File: src/rtl/cbus_mem_arbiter_pkg.sv
// Shared command encodings and helpers for the cbus SRAM arbiter.
// Command polarity matches the cbus width converters: 1 = read, 0 = write.
package cbus_mem_arbiter_pkg;

   localparam logic CMD_RD      = 1'b1;
   localparam logic CMD_WR      = 1'b0;
   localparam int   NUM_REQ_MAX = 8;

   function automatic int next_ptr(input int idx, input int num_req);
      return (idx == num_req - 1) ? 0 : idx + 1;
   endfunction

endpackage

File: src/rtl/rr_priority_sel.sv
// Combinational round-robin picker: first eligible index at or after rr_ptr,
// wrapping from NUM_REQ-1 back to 0. Returns a one-hot grant and its index.
module rr_priority_sel #(
   parameter int NUM_REQ = 2,
   parameter int IW      = $clog2(NUM_REQ)
) (
   input  logic [NUM_REQ-1:0] eligible,
   input  logic [IW-1:0]      rr_ptr,
   output logic [NUM_REQ-1:0] grant,
   output logic [IW-1:0]      grant_idx
);

   logic          found;
   int            j;
   logic [IW-1:0] jj;

   always_comb begin
      grant     = '0;
      grant_idx = '0;
      found     = 1'b0;
      j         = 0;
      jj        = '0;
      for (int k = 0; k < NUM_REQ; k++) begin
         j = int'(rr_ptr) + k;
         if (j >= NUM_REQ) j = j - NUM_REQ;
         jj = IW'(j);
         if (!found && eligible[jj]) begin
            found     = 1'b1;
            grant[jj] = 1'b1;
            grant_idx = jj;
         end
      end
   end

endmodule

File: src/rtl/cbus_mem_arbiter.sv
// Round-robin arbiter sharing one single-port SRAM between NUM_REQ cbus masters.
// Writes are accepted in the grant cycle; read data follows one cycle after rresp.
module cbus_mem_arbiter
   import cbus_mem_arbiter_pkg::*;
#(
   parameter int NUM_REQ = 2,
   parameter int AW      = 10,
   parameter int DW      = 64
) (
   input  logic                  clk,
   input  logic                  reset_n,
   input  logic [NUM_REQ-1:0]    req_req,
   input  logic [NUM_REQ-1:0]    req_cmd,
   input  logic [NUM_REQ*AW-1:0] req_addr,
   input  logic [NUM_REQ*DW-1:0] req_wrdata,
   output logic [NUM_REQ-1:0]    req_waccept,
   output logic [NUM_REQ-1:0]    req_rresp,
   output logic [DW-1:0]         rd_data,
   input  logic                  mem_hold,
   output logic                  mem_ce,
   output logic                  mem_we,
   output logic [AW-1:0]         mem_addr,
   output logic [DW-1:0]         mem_wdata,
   input  logic [DW-1:0]         mem_rdata
);

   localparam int IW = $clog2(NUM_REQ);

   logic [IW-1:0]      rr_ptr;
   logic [IW-1:0]      grant_idx;
   logic [NUM_REQ-1:0] rd_mask;
   logic [NUM_REQ-1:0] eligible;
   logic [NUM_REQ-1:0] grant;
   logic [AW-1:0]      addr_shadow;
   logic [AW-1:0]      sel_addr;
   logic [DW-1:0]      wdata_shadow;
   logic [DW-1:0]      sel_wdata;
   logic               sel_rd;
   logic               granted;

   // Reset gates eligibility so grants drop the instant reset_n falls.
   assign eligible = req_req & ~rd_mask & {NUM_REQ{reset_n & ~mem_hold}};

   rr_priority_sel #(
      .NUM_REQ (NUM_REQ),
      .IW      (IW)
   ) u_sel (
      .eligible  (eligible),
      .rr_ptr    (rr_ptr),
      .grant     (grant),
      .grant_idx (grant_idx)
   );

   always_comb begin
      sel_addr  = '0;
      sel_wdata = '0;
      sel_rd    = 1'b0;
      for (int i = 0; i < NUM_REQ; i++) begin
         if (grant[i]) begin
            sel_addr  = req_addr[i*AW +: AW];
            sel_wdata = req_wrdata[i*DW +: DW];
            sel_rd    = (req_cmd[i] == CMD_RD);
         end
      end
   end

   assign granted     = |grant;
   assign req_waccept = sel_rd ? '0 : grant;
   assign req_rresp   = sel_rd ? grant : '0;
   assign mem_ce      = granted;
   assign mem_we      = granted & ~sel_rd;
   // Idle cycles replay the last granted fields so the SRAM pins stay quiet.
   assign mem_addr    = granted ? sel_addr  : addr_shadow;
   assign mem_wdata   = granted ? sel_wdata : wdata_shadow;
   assign rd_data     = mem_rdata;

   always_ff @(posedge clk or negedge reset_n) begin
      if (!reset_n) begin
         rr_ptr       <= '0;
         rd_mask      <= '0;
         addr_shadow  <= '0;
         wdata_shadow <= '0;
      end else begin
         // A read winner sits out exactly its rresp-to-data cycle.
         rd_mask <= req_rresp;
         if (granted) begin
            rr_ptr       <= IW'(next_ptr(int'(grant_idx), NUM_REQ));
            addr_shadow  <= sel_addr;
            wdata_shadow <= sel_wdata;
         end
      end
   end

endmodule

File: config.mk
export PLATFORM = sky130hd
export DESIGN_NAME = cbus_mem_arbiter
export DESIGN_NICKNAME = d
export VERILOG_FILES = /design/src/rtl/cbus_mem_arbiter_pkg.sv /design/src/rtl/rr_priority_sel.sv /design/src/rtl/cbus_mem_arbiter.sv
export SDC_FILE = /design/constraint.sdc
export NUM_CORES = 1
export LEC_CHECK = 0
export BUFFER_PORTS_ARGS = -buffer_cell sky130_fd_sc_hd__buf_2
export CAP_MARGIN = 5
export CELL_PAD_IN_SITES_DETAIL_PLACEMENT = 0
export CELL_PAD_IN_SITES_GLOBAL_PLACEMENT = 2
export CORE_MARGIN = 10
export CORE_UTILIZATION = 20
export CTS_CLUSTER_DIAMETER = 60
export DETAILED_ROUTE_END_ITERATION = 10
export GPL_TIMING_DRIVEN = 0
export PLACE_DENSITY = 0.79
export SLEW_MARGIN = 5
export SYNTH_ARGS = -nofsm -noshare
export SYNTH_HDL_FRONTEND = slang
export SYNTH_SLANG_ARGS = --single-unit
File: constraint.sdc
create_clock -name clk -period 2.4 [get_ports clk]
set_clock_uncertainty 0.2 [all_clocks]
set_input_delay 0.6 -clock clk [delete_from_list [all_inputs] [get_ports clk]]
set_output_delay 0.6 -clock clk [all_outputs]
set_load 0.05 [all_outputs]
==> flow_metrics.tcl <==
set metrics [dict create \
    avgSynthCellArea_um2 11.9 \
    multi_input_area_mm2 0.00156 \
    routabilityCongestion 0.756 \
    top_layer "met4" \
    drtIter0Drc 152 \
    clock_sink_count 77 \
    path_class "reg -> out" \
    power_mw 5.97 \
    grt_pass1_vias 4663 \
    cts_buffer_depth 2 \
    rows 51 \
    routed_wl_mm 19.2 \
    power.density_mw_per_mm2 795 \
    synthCells 339 \
    ys_ff_latch 77 \
    wl_met3_mm 1.69 \
    synth.distinct_cells 18 \
    min_period_over_period_pct 121 \
    ys_seq_area_share_pct 47.7 \
    worst-path-max-fanout 10 \
    die_x_um 162 \
    irDropWorstVdd_mv 0.317 \
    dr_wl_met2_mm 9.94 \
    syn2layout_area_growth_pct 86.0 \
    drt-wirelength-per-cell_um 20.3 \
    cts-root-buf "clkbuf_16" \
    via_count 4173 \
    ant_nets 0 \
    placed_cells 903 \
    drv_cap 0 \
    start_kind "flop" \
    cp.arrival_ns 2.11 \
    cts_made_buffers 9 \
    cts_tree "built" \
    wl_met1_mm 7.38 \
    grt-ovfl-total 0 \
    setup_viol 80 \
    min_path_type "in -> async" \
    path_clk_slew_ns 0.07 \
    fmax_mhz 343 \
    finalNonFillerCells 946 \
    final_nets 893 \
    failed_checks "setup timing" \
    final_common_cell "buf_2" \
    post_route_cells_drive_above_1_share_pct 77.9 \
    p_leak_nw 3.76 \
    fin_crit_ns 2.91 \
    htree_levels 3 \
    fin_util_pct 38.2 \
    final_hold_viol_count 0 \
    pin_count 363 \
    cp-end-kind "output port" \
    dr.pass1.iters 4 \
    clk_latency_ns 0.33 \
    status "finished, violations left" \
    worstPathRequired_ns 1.60 \
    grt_max_degree 49 \
    setup_ws_ns -0.511 \
    ys_warn_count 0 \
    grt_pass1_wl_mm 28.0 \
    ff_latch_area_mm2 0.00193 \
    die_h_um 162 \
    grt_antenna_before_repair 1 \
    syn_nets 558 \
    die_area_mm2 0.0263 \
    max_slew_margin_pct 53.4 \
    netlist_area_mm2 0.00404 \
    fill_cells 1986 \
    hold_ws_ns 0.0155 \
    port_buffers 298 \
    core_mm2 0.0197 \
    rsz0062_at_grt "true" \
    reg2reg_depth 7 \
    start_util_pct 20.5 \
    drv_slew 0 \
    grtUsageTotal_pct 13.5 \
    drc 0 \
    hpwl_mm 14.5 \
    tightest_slew_ns 0.697 \
    via_per_inst 4.41 \
    layout_common_cells "222 x buf_2, 89 x buf_4, 77 x dfrtp_1" \
]
## report_power, final
part / switching, mW / internal, mW
registers: 0.0524 / 1.54
logic: 1.73 / 1.24
clock network: 0.574 / 0.831
## logic make-up (layout without fill, tap and decap cells)
logic type / count (synthesis) / in the layout / synth area share (%)
buffers and inverters: 101 / 441 / 17.8
AO/OA/AOI/OAI: 77 / 77 / 18.9
flip-flops: 77 / 77 / 47.7
AND/OR/NAND/NOR: 84 / 84 / 15.5
other: 0 / 2 / 0
## final cells by class
cell class	instances	area share, %
Clock buffer	10	3.18
Multi-Input combinational cell	161	20.8
Inverter	3	0.150
Clock inverter	6	0.833
Sequential cell	77	25.7
Antenna cell	2	0.0667
Tap cell	265	4.42
Timing Repair Buffer	325	33.6
Buffer	97	11.3
## final timing paths
| check | slack [ns] | to | startpoint |
|---|---|---|---|
| worst max register to register | 0.27 | wdata_shadow[50] | rd_mask[1] |
| worst min-delay path | 0.02 | wdata_shadow[9] | reset_n |
| max in group asynchronous | 0.89 | wdata_shadow[47] | reset_n |
| min in group clk | 0.31 | wdata_shadow[56] | req_wrdata[120] |
| worst min register to register | 0.34 | flop | flop |
| worst max-delay path | -0.51 | mem_wdata[35] | rd_mask[1] |
## Yosys cell counts
master / number / area share (%)
nand3b_1: 1 / 0.19
clkbuf_1: 6 / 0.56
inv_1: 3 / 0.28
a21oi_1: 1 / 0.12
nor4bb_1: 1 / 0.25
buf_2: 14 / 1.7
nor3b_1: 74 / 14
and3_1: 2 / 0.31
buf_4: 70 / 13
o31a_2: 1 / 0.25
a22o_1: 1 / 0.22
and2_1: 3 / 0.46
or2_1: 1 / 0.16
a221o_1: 74 / 18
nor2_1: 1 / 0.093
buf_6: 8 / 2.2
and4bb_1: 1 / 0.31
dfrtp_1: 77 / 48
## per-layer routing
layer / global-route usage [%] / vias up
li1: - / 1922
met1: 15.1 / 2039
met2: 23.6 / 201
met3: 5.13 / 11
met4: 3.68 / 0
met5: 0 / -
## flip-flops by register name (all words and copies together), names as in the netlist, named ones only
name          count
addr_shadow      10
rd_mask           2
wdata_shadow     64
## what timing repair did
item / CTS / global route
gates cloned: 3 / 3
setup buffers: 6 / 12
pin swaps: 2 / 7
gates resized for setup: 192 / 57
endpoints found under the hold margin: 29 / 0
endpoints found under the setup margin: 80 / 80
hold buffers: 2 / 0
## per-stage QoR
step                setup TNS, ns  setup WS (ns)  instance area [um2]
global placement          -286.08          -2.20                 6010
floorplan                  -10.33         -0.154                 4190
CTS                        -37.10         -0.499                 7120
detailed placement         -91.65          -1.03                 6040
finish                     -36.13         -0.511                 7510
global route               -46.67         -0.620                 7510
## critical path, cell delays in order (launching register included)
cell      delay (ns)
dfrtp_1         0.40
and4bb_4        0.41
buf_8           0.18
buf_4           0.21
nor3b_1         0.07
a221o_2         0.34
buf_8           0.16
(Power assumes the default switching activity.)
